$ cat config.mk
export PLATFORM = sky130hd
export DESIGN_NAME = wb_stage
export DESIGN_NICKNAME = d
export VERILOG_FILES = /design/src/rtl/wb_stage.sv
export SDC_FILE = /design/constraint.sdc
export NUM_CORES = 1
export LEC_CHECK = 0
export CORE_ASPECT_RATIO = 1.25
export CORE_MARGIN = 1
export CORE_UTILIZATION = 47
export DETAILED_ROUTE_END_ITERATION = 16
export PLACE_DENSITY = 0.81
export SYNTH_ARGS = -nofsm -noshare
export SYNTH_HDL_FRONTEND = slang
export SYNTH_SLANG_ARGS = --single-unit
$ cat constraint.sdc
create_clock -name clk -period 2.82 [get_ports clk]
set_input_delay 0.423 -clock clk [delete_from_list [all_inputs] [get_ports clk]]
set_output_delay 0.423 -clock clk [all_outputs]
set_load 0.05 [all_outputs]
$ cat src/rtl/wb_stage.sv
// Writeback stage: formats retiring results (ALU, load, link) and queues them in a
// small in-order FIFO that drains into the register file under rf_ready_i backpressure.
module wb_stage #(
  parameter int XLEN    = 32,
  parameter int DEPTH   = 2,
  parameter int RADDR_W = 5
) (
  input  logic                     clk,
  input  logic                     rst,
  input  logic                     in_valid_i,
  output logic                     in_ready_o,
  input  logic [1:0]               wb_sel_i,
  input  logic                     reg_write_i,
  input  logic [RADDR_W-1:0]       rd_addr_i,
  input  logic [XLEN-1:0]          alu_result_i,
  input  logic [XLEN-1:0]          mem_read_data_i,
  input  logic [1:0]               load_size_i,
  input  logic                     load_unsigned_i,
  input  logic [2:0]               addr_lo_i,
  input  logic [XLEN-1:0]          pc_i,
  output logic                     rf_we_o,
  output logic [RADDR_W-1:0]       rf_waddr_o,
  output logic [XLEN-1:0]          rf_wdata_o,
  input  logic                     rf_ready_i,
  output logic [$clog2(DEPTH):0]   count_o
);

  localparam int PTR_W = $clog2(DEPTH);
  localparam int CNT_W = PTR_W + 1;

  typedef enum logic [1:0] {
    SEL_ALU  = 2'd0,
    SEL_MEM  = 2'd1,
    SEL_LINK = 2'd2,
    SEL_NONE = 2'd3
  } wb_sel_e;

  wb_sel_e              w_sel;
  logic [2:0]           w_lane_mask;
  logic [2:0]           w_off;
  logic [5:0]           w_shamt;
  logic [XLEN-1:0]      w_shifted;
  logic [XLEN-1:0]      w_word_ext;
  logic [XLEN-1:0]      w_load_data;
  logic [XLEN-1:0]      w_result;
  logic                 w_entry_we;

  assign w_sel = wb_sel_e'(wb_sel_i);

  // Lane mask keeps only the address bits that select a lane of the requested size.
  // NOTE: every always_comb output gets a default first so no latch can be inferred.
  always_comb begin
    w_lane_mask = 3'b000;
    case (load_size_i)
      2'd0:    w_lane_mask = (XLEN == 64) ? 3'b111 : 3'b011;
      2'd1:    w_lane_mask = (XLEN == 64) ? 3'b110 : 3'b010;
      2'd2:    w_lane_mask = (XLEN == 64) ? 3'b100 : 3'b000;
      default: w_lane_mask = 3'b000;
    endcase
  end

  assign w_off     = addr_lo_i & w_lane_mask;
  assign w_shamt   = {w_off, 3'b000};
  assign w_shifted = mem_read_data_i >> w_shamt;

  generate
    if (XLEN == 64) begin : g_word_ext
      assign w_word_ext = {{32{~load_unsigned_i & w_shifted[31]}}, w_shifted[31:0]};
    end else begin : g_word_pass
      assign w_word_ext = w_shifted;
    end
  endgenerate

  always_comb begin
    w_load_data = w_shifted;
    case (load_size_i)
      2'd0:    w_load_data = {{(XLEN-8){~load_unsigned_i & w_shifted[7]}}, w_shifted[7:0]};
      2'd1:    w_load_data = {{(XLEN-16){~load_unsigned_i & w_shifted[15]}}, w_shifted[15:0]};
      2'd2:    w_load_data = w_word_ext;
      default: w_load_data = w_shifted;
    endcase
  end

  always_comb begin
    w_result = '0;
    case (w_sel)
      SEL_ALU:  w_result = alu_result_i;
      SEL_MEM:  w_result = w_load_data;
      SEL_LINK: w_result = pc_i + XLEN'(4);
      default:  w_result = '0;
    endcase
  end

  assign w_entry_we = reg_write_i && (w_sel != SEL_NONE) && (rd_addr_i != '0);

  logic [XLEN-1:0]    r_data [DEPTH];
  logic [RADDR_W-1:0] r_addr [DEPTH];
  logic               r_we_flag [DEPTH];
  logic [PTR_W-1:0]   r_wr_ptr;
  logic [PTR_W-1:0]   r_rd_ptr;
  logic [CNT_W-1:0]   r_count;

  logic w_empty;
  logic w_head_we;
  logic w_push;
  logic w_pop;

  assign w_empty    = (r_count == '0);
  assign w_head_we  = r_we_flag[r_rd_ptr];
  assign in_ready_o = (r_count < CNT_W'(DEPTH));
  assign w_push     = in_valid_i & in_ready_o;
  assign rf_we_o    = ~w_empty & w_head_we;
  assign w_pop      = ~w_empty & (~w_head_we | rf_ready_i);
  assign rf_waddr_o = w_empty ? '0 : r_addr[r_rd_ptr];
  assign rf_wdata_o = w_empty ? '0 : r_data[r_rd_ptr];
  assign count_o    = r_count;

  // NOTE: entry storage has no reset; validity is carried solely by r_count.
  always_ff @(posedge clk) begin
    if (w_push) begin
      r_data[r_wr_ptr]    <= w_result;
      r_addr[r_wr_ptr]    <= rd_addr_i;
      r_we_flag[r_wr_ptr] <= w_entry_we;
    end
  end

  // NOTE: sequential state uses non-blocking assignments so all registers update together.
  always_ff @(posedge clk) begin
    if (rst) begin
      r_wr_ptr <= '0;
      r_rd_ptr <= '0;
      r_count  <= '0;
    end else begin
      if (w_push) r_wr_ptr <= r_wr_ptr + 1'b1;
      if (w_pop)  r_rd_ptr <= r_rd_ptr + 1'b1;
      case ({w_push, w_pop})
        2'b10:   r_count <= r_count + 1'b1;
        2'b01:   r_count <= r_count - 1'b1;
        default: r_count <= r_count;
      endcase
    end
  end

endmodule

# Yosys cells after proc, flatten, opt, wreduce, memory -nomap -nowiden

Memories as Yosys holds them, arrays and structs flattened. A register that Yosys moved wholly into a read port is not among the register bits.
Cells that the tools add are included.

RAM bits: 76
Output and inout port bits: 41
Register bits: 4
Memories kept: 3
Word-level logic and storage cells: 50
Input bits: 114

Memory list:

| name      | depth | bits a word | read ports | clocked after memory_dff | wr ports | line | source |
|---|---|---|---|---|---|---|---|
| r_data    | 2     | 32          | 1          | 1                        | 1        | 96   | `logic [XLEN-1:0] r_data [DEPTH];` |
| r_addr    | 2     | 5           | 1          | 1                        | 1        | 97   | `logic [RADDR_W-1:0] r_addr [DEPTH];` |
| r_we_flag | 2     | 1           | 1          | 1                        | 1        | 98   | `logic r_we_flag [DEPTH];` |

Eq/ne operators: 6
Shift operators: 1
Bitwise operators: 10
Order comparisons: 1
Reduce and logical (&&, ||, !) cells: 7
$add $sub $neg: 5
Muxes and demuxes: 14

Operators with widths:

| kind                  | count |
|---|---|
| $pmux 32 s3           | 1 |
| $pmux 32 s2           | 1 |
| $add 32x3->32 const B | 1 |
| $mux 32               | 1 |
| $shr 32x6->32         | 1 |
| $mux 1                | 8 |
| $pmux 2 s2            | 2 |
| $eq 2x1->1 const B    | 3 |
| $logic_not 2->1       | 3 |
| $and 1x1->1           | 5 |
| $mux 5                | 1 |
| $reduce_bool 5->1     | 1 |
| $eq 2x2->1 const B    | 2 |
| $and 3x3->3           | 1 |
| $not 1->1             | 3 |
| $add 1x1->1 const B   | 2 |
| $add 2x1->2 const B   | 1 |
| $logic_and 1x1->1     | 2 |
| $lt 2x2->1 const B    | 1 |
| $ne 2x2->1 const B    | 1 |
| $reduce_bool 2->1     | 1 |
| $sub 2x1->2 const B   | 1 |
| $or 1x1->1            | 1 |

# Longest topological paths before layout

Gate-level depths: netlist of run 1.

Word-level depth: 7
Mapped depth: 8
Depth with buffers taken out: 7

# Worst setup path after synthesis of run 1

OpenSTA, ideal clock, no wires.

Kind: flip-flop to flip-flop
Start point: reg r_count[1] (netlist: count_o[1])
End point: mem r_addr[0][0], enable pin
Slack: -341 ps
Library setup time: 433 ps
Arrival time: 2,727 ps
Buffers on the path: 0
Required time: 2,387 ps
Cell stages (with the launch flop): 4
Clock period less this slack: 3,161 ps
Cells stage by stage: dfxtp_1 > inv_1 > nand2_1 > nor2_1

Cells in the longest elaborated chain, start to end: 4

RTL lines:

| element                      | line | source |
|---|---|---|
| start, declared              | 101  | `logic [CNT_W-1:0] r_count;` |
| start signal, assigned       | 137  | `2'b10: r_count <= r_count + 1'b1;` |
| start signal, assigned       | 138  | `2'b01: r_count <= r_count - 1'b1;` |
| start signal, assigned       | 139  | `default: r_count <= r_count;` |
| $lt 2x2->1                   | 110  | `assign in_ready_o = (r_count < CNT_W'(DEPTH));` |
| named net in_ready_o         | 11   | `output logic in_ready_o,` |
| $and 1x1->1                  | 111  | `assign w_push = in_valid_i & in_ready_o;` |
| $mux 1                       | 120  | `if (w_push) begin` |
| $mux 1 (not written as such) | 122  | `r_addr[r_wr_ptr] <= rd_addr_i;` |
| end, declared                | 97   |  |

The timed path passes the listed nets, and every way through them passes these cells.

==> impl_metrics.csv, run 1 <==
group,metric,value,unit
power_and_ir_drop,pwr-share-clk,0.206,
cells_and_area,final-instance-count-excl-fill,750,
floorplan,coreArea,10100,sq um
setup_path,crit_chain,"buf_4, mux2i_1, nor2_1, clkdlybuf4s50_1",
yosys,ys_warn_count,0,
hold_path,hold_class,"reg2reg",
routing,wirelength,15300,microns
routing,drt-initial-drc-count,331,
global_route,grt_use_total,0.294,
cts,htreeDepth,3,
power_and_ir_drop,power.density,813,nW/um^2
setup_path,critical_path.max_stage_delay,0.83,ns
timing,finalCritPeriodShare,0.948,
yosys,syn_nets,568,
global_route,antenna_found_initial,0,
timing,fin_hold_ws,0.533,ns
place,dp_cells,734,
timing,setup-violations-final,0,
routing,via_count,4460,
timing,totalNegativeSetupSlack,0,ns
global_route,grt_max_degree,39,
cts,path_clk_slew,0.06,ns
place,placedInstanceArea,6660,sq um
yosys,ys_types,55,
setup_path,critPathKind,"reg2out",
global_route,grt_pass1_wl,23300,microns
floorplan,die_w,92.8,microns
power_and_ir_drop,seqPwrFrac,0.298,
yosys,synthCells,452,
timing,hold_viol_final,0,
setup_path,start_kind,"register",
setup_path,slowest_stage,"clkdlybuf4s50_1",
floorplan,die_area,10700,sq um
setup_path,endpoint_kind,"output pin",
cells_and_area,layout_common_cells,"clkdlybuf4s50_1, edfxtp_1, nor2_1",
power_and_ir_drop,p_leak,2.42,nW
setup_path,crit_path_max_fanout,12,
cts,cts_tree,"yes",
timing,clock_skew,0.00328,ns
floorplan,std_cell_rows,41,
timing,max_freq,0.374,GHz
cells_and_area,layout_commonest_cell,"clkdlybuf4s50_1",
setup_path,required,2.40,ns
power_and_ir_drop,cellInternalPower,0.00329,W
timing,rsz0062_at_grt,"no",
setup_path,r2r_cells,6,
yosys,ys_ff_latch,81,
cts,hold_buffers,0,
cells_and_area,drive_gt1_frac,0.111,
run,max_cap_viol_count,0,
cells_and_area,syn_to_final_growth,43.8,%
power_and_ir_drop,switching_share,0.420,
cts,ctsResizeCount,0,
global_route,grt-ovfl-total,0,
routing,post-route-drc-count,0,
routing,via_per_inst,5.95,
power_and_ir_drop,peakVddDrop,0.413,mV
setup_path,r2r_slack,0.80,ns
setup_path,arrival,2.25,ns
power_and_ir_drop,combPwrFrac,0.496,
global_route,first_global_vias,4440,
cts,clock-root-buffer,"clkbuf_16",
routing,postRouteAntennaNets,0,
yosys,synth_edf_count,76,
cts,cts_sinks,81,
yosys,synthArstFlopShare,0,
cells_and_area,nets,732,
hold_path,hold_start,"r_rd_ptr",
yosys,avgSynthCellArea,10.7,sq um
floorplan,initial_utilization,0.481,
hold_path,min_path_cells,2,
timing,period_minus_slack,2.67,ns
timing,worstMarginPinSlew,0.536,ns
place,placement.io_buffers,153,
timing,slew_headroom,0.634,
cells_and_area,final_area,6960,sq um
setup_path,regToRegEndpoint,"count_o[1]",
cells_and_area,diodes,0,
cells_and_area,multi_input_area,2270,sq um
place,gpl.final_weighted_congestion,0.944,
run_status,status,"finished clean",
routing,drt_pass1_iterations,5,
cells_and_area,seqCellArea,2380,sq um
cts,cts_buffers,9,
place,dp_hpwl,11700,microns
cells_and_area,n_fill_cell,758,
cts,post_cts_buffers,0,
yosys,synth_area,4840,sq um
floorplan,die-height,115,microns
yosys,yosysSeqAreaShare,0.492,
cts,clock_latency,0.34,ns
power_and_ir_drop,power.switching,0.00237,W
yosys,synth_flop_cell,"edfxtp_1",
routing,wire_per_inst,20.4,microns
floorplan,ios,155,
cts,clockBufferDepth,2,
timing,maxSlewViolCount,0,
-- logic make-up (layout without fill, tap and decap cells) --
family / Yosys count / after routing / synth area share
AOI/OAI and AO/OA: 82 / 82 / 0.123
buffers and inverters: 45 / 214 / 0.0416
adders and majority gates: 2 / 2 / 0.00517
xor gates and xnor gates: 26 / 26 / 0.0471
and+or+nand+nor: 162 / 162 / 0.161
DFF: 81 / 81 / 0.492
muxes: 54 / 54 / 0.130
-- worst max-delay path: cells and delay by family, from the launching register on --
family,cells,cell delay (ns)
buf+inv,2,1.10
flops,1,0.60
simple gates,1,0.11
mux,1,0.09
-- cell usage after synthesis, types with 2 or more instances --
cell / number / area [sq um]
a21oi_1: 5 / 25.0
or3_1: 3 / 18.8
nand4_1: 6 / 37.5
a22oi_1: 7 / 52.6
a31oi_1: 4 / 25.0
xnor2_1: 17 / 149
a2111oi_0: 2 / 17.5
nor4_1: 6 / 37.5
nand2_1: 23 / 86.3
nand4_2: 2 / 25.0
o221ai_1: 8 / 70.1
o211ai_1: 5 / 37.5
nor3b_1: 2 / 15.0
mux4_2: 7 / 158
clkbuf_8: 3 / 41.3
o311ai_0: 3 / 26.3
a22o_1: 4 / 35.0
edfxtp_1: 76 / 2280
nand3_1: 22 / 110
o22ai_1: 4 / 25.0
buf_1: 2 / 7.51
and4_1: 2 / 17.5
nor2b_1: 5 / 31.3
clkbuf_1: 25 / 93.8
buf_2: 2 / 10.0
or4_1: 2 / 15.0
nor2_1: 68 / 255
xor2_1: 9 / 78.8
a21o_1: 2 / 15.0
nor3_1: 11 / 55.1
o21ai_0: 17 / 85.1
a211oi_1: 4 / 30.0
a221oi_1: 6 / 52.6
ha_1: 2 / 25.0
inv_1: 12 / 45.0
mux2i_1: 47 / 470
a31o_2: 3 / 26.3
and2_1: 3 / 18.8
dfxtp_1: 5 / 100
-- flip-flops by register name, indices dropped and copies added (netlist names), named ones only --
name and cells:
r_data 64, count_o 2, r_wr_ptr 1, r_rd_ptr 1
r_addr 10, r_we_flag 2
-- worst max-delay path by stage --
stage	end	cells past startpoint
after floorplan	r_addr[0][0]	3
after global placement	r_data[1][16]	8
after detailed placement	r_data[1][26]	7
after CTS	rf_wdata_o[8]	4
after global routing	rf_wdata_o[17]	4
final	rf_wdata_o[8]	4
-- power groups by stage --
stage	logic, W	registers (W)	clock network, W
global route	0.00295	0.00170	0.00123
CTS	0.00281	0.00169	0.00119
detailed placement	0.00280	0.00171	0
floorplan	0.00179	0.00169	0
global placement	0.00278	0.00169	0
finish	0.00281	0.00169	0.00117
-- routing by layer --
metal,part of all wire,global-route usage,wire length (microns)
met1,0.40,0.365,6150
met3,0.054,0.0374,829
met5,0,0,0
met2,0.51,0.517,7820
met4,0.034,0.123,523
-- per-stage QoR --
step / power [W] / utilization / setup slack, ns
CTS: 0.00569 / 0.692 / 0.131
finish: 0.00566 / 0.692 / 0.148
floorplan: 0.00348 / - / 0.284
global placement: 0.00447 / 0.662 / 0.0734
detailed placement: 0.00452 / 0.662 / 0.0430
global route: 0.00588 / 0.692 / 0.0674
-- final cells by class --
type	count	share of cell area
clock inverters	7	0.0111
well taps	129	0.0232
inverters	13	0.00701
flip-flops and latches	81	0.342
repair buffers	185	0.258
clock buffers	9	0.0324
multi-input cells	326	0.326
(Power assumes the default switching activity.)
==> run 2, diff against run 1 <==
--- a/config.mk
+++ b/config.mk
@@ -7,9 +7,10 @@
 export LEC_CHECK = 0
 export CORE_ASPECT_RATIO = 1.25
 export CORE_MARGIN = 1
-export CORE_UTILIZATION = 47
+export CORE_UTILIZATION = 50
 export DETAILED_ROUTE_END_ITERATION = 16
-export PLACE_DENSITY = 0.81
+export DONT_BUFFER_PORTS = 1
+export PLACE_DENSITY = 0.68
 export SYNTH_ARGS = -nofsm -noshare
 export SYNTH_HDL_FRONTEND = slang
 export SYNTH_SLANG_ARGS = --single-unit
==> constraint.sdc (replaced) <==
create_clock -name clk -period 2.3 [get_ports clk]
set_input_delay 0.345 -clock clk [delete_from_list [all_inputs] [get_ports clk]]
set_output_delay 0.345 -clock clk [all_outputs]
set_load 0.05 [all_outputs]
==> run 2 against run 1 <==
- first-iteration DRC count shrank 5.7%
- critical path type unchanged
- design area shrank 18%
- power grew 19%
- clock skew grew 0.0036 ns
- register-to-register slack lost 0.16 ns
==> impl_metrics.csv, run 2 (same netlist as run 1, synthesis figures left out) <==
group,metric,value,unit
cts,hold_buffers,0,
place,dp_cells,600,
timing,setup-violations-final,0,
setup_path,crit_end,"rf_wdata_o[31]",
cts,ctsResizeCount,0,
setup_path,r2r_cells,6,
timing,totalNegativeSetupSlack,0,ns
setup_path,crit_chain,"buf_12, mux2i_1, nor2_1, buf_4",
cts,cts_buffers,9,
cells_and_area,utilization,0.614,
routing,wire_per_inst,21.8,microns
cells_and_area,layout_commonest_cell,"edfxtp_1",
global_route,grt_max_degree,39,
routing,via_per_inst,6.36,
power_and_ir_drop,switching_share,0.424,
setup_path,r2r_slack,0.64,ns
cells_and_area,diodes,0,
power_and_ir_drop,peakVddDrop,0.555,mV
routing,post-route-drc-count,0,
routing,via_count,3919,
routing,postRouteAntennaNets,0,
floorplan,ios,155,
cells_and_area,syn_to_final_growth,17.7,%
floorplan,coreArea,9270,sq um
floorplan,die_area,10100,sq um
cts,post_cts_buffers,0,
setup_path,required,1.96,ns
timing,clock_skew,0.00685,ns
run,max_cap_viol_count,0,
power_and_ir_drop,cellInternalPower,0.00388,W
cells_and_area,regMostFlops,"r_data",
power_and_ir_drop,combPwrFrac,0.478,
cells_and_area,top_regs,"r_data: 64 flops, r_addr: 10 flops",
floorplan,initial_utilization,0.522,
hold_path,hold_class,"in2reg",
floorplan,die-height,112,microns
timing,hold_viol_final,0,
power_and_ir_drop,pwr-share-clk,0.224,
floorplan,std_cell_rows,39,
setup_path,endpoint_kind,"output pin",
setup_path,start_kind,"register",
cells_and_area,drive_gt1_frac,0.243,
timing,slew_headroom,0.593,
cts,path_clk_slew,0.06,ns
global_route,antenna_found_initial,0,
setup_path,crit_path_max_fanout,37,
cts,cts_sinks,81,
cells_and_area,layout_common_cells,"edfxtp_1, buf_4, mux2i_1",
cells_and_area,n_fill_cell,775,
timing,worstMarginPinSlew,0.603,ns
power_and_ir_drop,seqPwrFrac,0.298,
global_route,grt_use_total,0.271,
timing,max_freq,0.521,GHz
routing,wirelength,13500,microns
setup_path,slowest_stage,"dfxtp_2",
place,gpl.final_weighted_congestion,0.913,
global_route,grt_pass1_wl,20500,microns
run_status,status,"finished clean",
timing,maxSlewViolCount,0,
setup_path,arrival,1.57,ns
setup_path,critical_path.max_stage_delay,0.36,ns
timing,period_minus_slack,1.92,ns
cts,clock-root-buffer,"clkbuf_16",
routing,drt_pass1_iterations,5,
place,dp_hpwl,9960,microns
global_route,grt-ovfl-total,0,
cts,clock_latency,0.33,ns
power_and_ir_drop,p_leak,1.97,nW
power_and_ir_drop,power.density,1180,nW/um^2
place,placement.io_buffers,0,
cts,htreeDepth,3,
cells_and_area,largest_register_ffs,64,
timing,finalCritPeriodShare,0.834,
timing,rsz0062_at_grt,"no",
global_route,first_global_vias,3710,
timing,setup_slack,0.381,ns
setup_path,critPathKind,"reg2out",
place,dp_slack,0.138,ns
floorplan,die_w,90.0,microns
cts,clockBufferDepth,2,
power_and_ir_drop,power.switching,0.00285,W
setup_path,regToRegEndpoint,"count_o[1]",
cts,cts_tree,"yes",
routing,drt-initial-drc-count,312,
cells_and_area,final-instance-count-excl-fill,616,
cells_and_area,nets,604,
==> run 2: cell count changes in the layout (fill, tap and decap cells not counted) <==
cell	change
bufinv_16	+1
nor2_4	+1
inv_6	-2
nor2_1	-26
clkinv_2	+1
nor2_2	+25
clkdlybuf4s50_1	-153
buf_4	+25
==> run 2: layer usage <==
metal	vias up	global-route usage	routed length, microns
met5	-	0	0
met4	0	0.128	562
met3	42	0.0949	1680
met2	272	0.435	6340
met1	1815	0.328	4870
li1	1790	-	-
==> run 2: per-stage QoR <==
step,area (sq um),power (W),hold WS (ns)
global placement,5380,0.00522,0.413
CTS,5700,0.00678,0.0671
detailed placement,5380,0.00526,0.418
finish,5700,0.00673,0.0793
floorplan,4910,0.00440,0.414
global route,5700,0.00700,0.0633
==> run 2: power by group through the flow <==
stage / logic, W / clock network, W / registers [W]
final: 0.00322 / 0.00151 / 0.00201
after global placement: 0.00320 / 0 / 0.00202
after floorplan: 0.00233 / 0 / 0.00207
after global routing: 0.00339 / 0.00159 / 0.00202
after CTS: 0.00324 / 0.00153 / 0.00201
after detailed placement: 0.00323 / 0 / 0.00204
==> run 2: cell type report <==
cell class                 instances  area (sq um)  share of cell area
timing repair buffer              57           453              0.0795
sequential                        81          2380               0.418
tap                              123           154              0.0270
clock inverter                     7          95.1              0.0167
multi-input combinational        326          2340               0.410
inverter                          13          48.8             0.00857
clock buffer                       9           225              0.0395
==> run 2: worst min-delay path by stage <==
stage | startpoint | endpoint | slack (ns) | cells after the start
2_1_floorplan | rst | count_o[1] | 0.41 | 1
3_3_place_gp | rst | register | 0.41 | 1
3_5_place_dp | rst | register | 0.42 | 1
4_1_cts | rst | count_o[1] | 0.07 | 1
5_1_grt | rst | count_o[0] | 0.06 | 1
6_report | rst | register | 0.08 | 1
==> run 2: worst max-delay path, delay by kind of cell (launching register included) <==
kind | cells | cell delay [ns]
flops | 1 | 0.36
mux | 1 | 0.32
buf+inv | 2 | 0.48
simple gates | 1 | 0.08
==> run 3, diff against run 2 <==
==> constraint.sdc (replaced) <==
create_clock -name clk -period 1.57 [get_ports clk]
set_input_delay 0.2355 -clock clk [delete_from_list [all_inputs] [get_ports clk]]
set_output_delay 0.2355 -clock clk [all_outputs]
set_load 0.05 [all_outputs]
==> run 3 against run 2 <==
- critical endpoint is now rf_wdata_o[6]
- core utilization is 11 points higher
- largest power group unchanged
- the run now ends with negative setup slack left
- final cell count increased by 4.1%
- clock-buffer cell count up 2
- via count up 2.6%
- global-route usage grew 2.2 points
- register-to-register slack got worse by 0.75 ns
- critical path depth stayed put
- combinational power rose by 120%
- clock skew about the same
==> impl_metrics.csv, run 3 (same netlist as run 1, synthesis figures left out) <==
group,metric,value,unit
floorplan,ios,155,
place,gpl.final_weighted_congestion,0.940,
timing,maxSlewViolCount,0,
timing,rsz0062_at_grt,"yes",
cells_and_area,regMostFlops,"r_data",
routing,wire_per_inst,23.3,microns
cells_and_area,largest_register_ffs,64,
global_route,first_global_vias,4122,
run_status,violations,"negative setup slack",
power_and_ir_drop,p_leak,2.25,nW
global_route,antenna_found_initial,0,
cts,cts_sinks,81,
setup_path,critPathKind,"reg2out",
floorplan,coreArea,9270,sq um
cts,cts_tree,"yes",
timing,finalCritPeriodShare,1.10,
cts,clock-root-buffer,"clkbuf_16",
place,dp_slack,-0.350,ns
hold_path,hold_start,"wb_sel_i[0]",
timing,period_minus_slack,1.73,ns
routing,drt-initial-drc-count,200,
power_and_ir_drop,peakVddDrop,0.841,mV
cts,htreeDepth,3,
setup_path,required,1.33,ns
cells_and_area,layout_common_cells,"edfxtp_1, buf_4, nor2_4",
floorplan,initial_utilization,0.522,
timing,hold_viol_final,0,
setup_path,crit_path_max_fanout,7,
cells_and_area,diodes,0,
run_status,status,"complete, but fails checks",
run,max_cap_viol_count,0,
global_route,grt_pass1_wl,22300,microns
timing,setup-violations-final,38,
routing,postRouteAntennaNets,0,
global_route,grt-ovfl-total,0,
setup_path,endpoint_kind,"output pin",
power_and_ir_drop,power.density,1820,nW/um^2
timing,slew_headroom,0.691,
cts,clockBufferDepth,2,
routing,wirelength,14900,microns
cts,cts_buffers,9,
floorplan,std_cell_rows,39,
floorplan,die_area,10100,sq um
setup_path,arrival,1.49,ns
cells_and_area,syn_to_final_growth,38.6,%
hold_path,hold_class,"in2reg",
place,placement.io_buffers,0,
cells_and_area,top_regs,"r_data: 64 flops, r_addr: 10 flops",
cts,path_clk_slew,0.06,ns
timing,max_freq,0.579,GHz
routing,via_per_inst,6.27,
timing,setup_slack,-0.159,ns
cells_and_area,layout_commonest_cell,"edfxtp_1",
setup_path,start_kind,"register",
cells_and_area,n_fill_cell,615,
timing,clock_skew,0.00695,ns
routing,drt_pass1_iterations,4,
global_route,grt_use_total,0.293,
cells_and_area,utilization,0.723,
cts,clock_latency,0.33,ns
floorplan,die-height,112,microns
routing,post-route-drc-count,0,
timing,worstMarginPinSlew,0.463,ns
global_route,grt_max_degree,39,
routing,via_count,4019,
floorplan,die_w,90.0,microns
place,dp_hpwl,10400,microns
cells_and_area,drive_gt1_frac,0.403,
cells_and_area,nets,629,
run 3: path summary, 6_finish.rpt:
kind	endpoint	slack, ns	cells after the start
worst max register to register	count_o[1]	-0.11	6
worst min register to register	register	0.55	2
worst max-delay path	rf_wdata_o[6]	-0.16	4
worst min-delay path	r_data[0][8]	0.17	1
run 3: through the flow:
step                      instance area (sq um)  total power, W  hold slack, ns  std cells  setup TNS, ns
final                                      6710          0.0122           0.168        641          -4.34
after global routing                       6710          0.0127           0.149        641          -6.15
after CTS                                  6430          0.0115           0.153        636          -4.18
after detailed placement                   5720         0.00816           0.303        597          -9.96
after global placement                     5720         0.00809           0.300        597          -8.53
after floorplan                            5320         0.00715           0.295        452         -19.37
run 3: area by class of cell:
class | count | area (sq um) | share of cell area
Clock buffer | 11 | 233 | 0.0347
Clock inverter | 5 | 80.1 | 0.0119
Inverter | 13 | 52.6 | 0.00783
Multi-Input combinational cell | 326 | 2850 | 0.425
Sequential cell | 81 | 2390 | 0.357
Tap cell | 123 | 154 | 0.0229
Timing Repair Buffer | 82 | 943 | 0.141
run 3: critical path: stages (launching register included):
cell	delay, ns
dfxtp_4	0.37
buf_12	0.15
buf_12	0.14
mux2i_4	0.19
nor2_4	0.31
run 3: timing repair:
item                                   in CTS  in global routing
setup endpoints to repair                  40                 53
hold buffers                                6                  0
endpoints found under the hold margin      15                  0
pin swaps                                   3                 11
gates cloned                                3                  3
buffers inserted                           14                  6
resized for setup                          29                 43
run 3: routing by layer:
metal  vias to the layer above  global-route usage  part of all wire
met5                         -                   0                 0
met4                         0               0.124             0.033
met3                        31              0.0936             0.097
met2                       233               0.481              0.48
met1                      1899               0.357              0.39
li1                       1856                   -                 -
run 3: where the power goes:
group	total [W]	leakage, nW	internal, W	switching, W
sequential	0.00303	0.764	0.00284	0.000187
combinational	0.00701	1.34	0.00297	0.00404
clock	0.00218	0.147	0.00139	0.000789
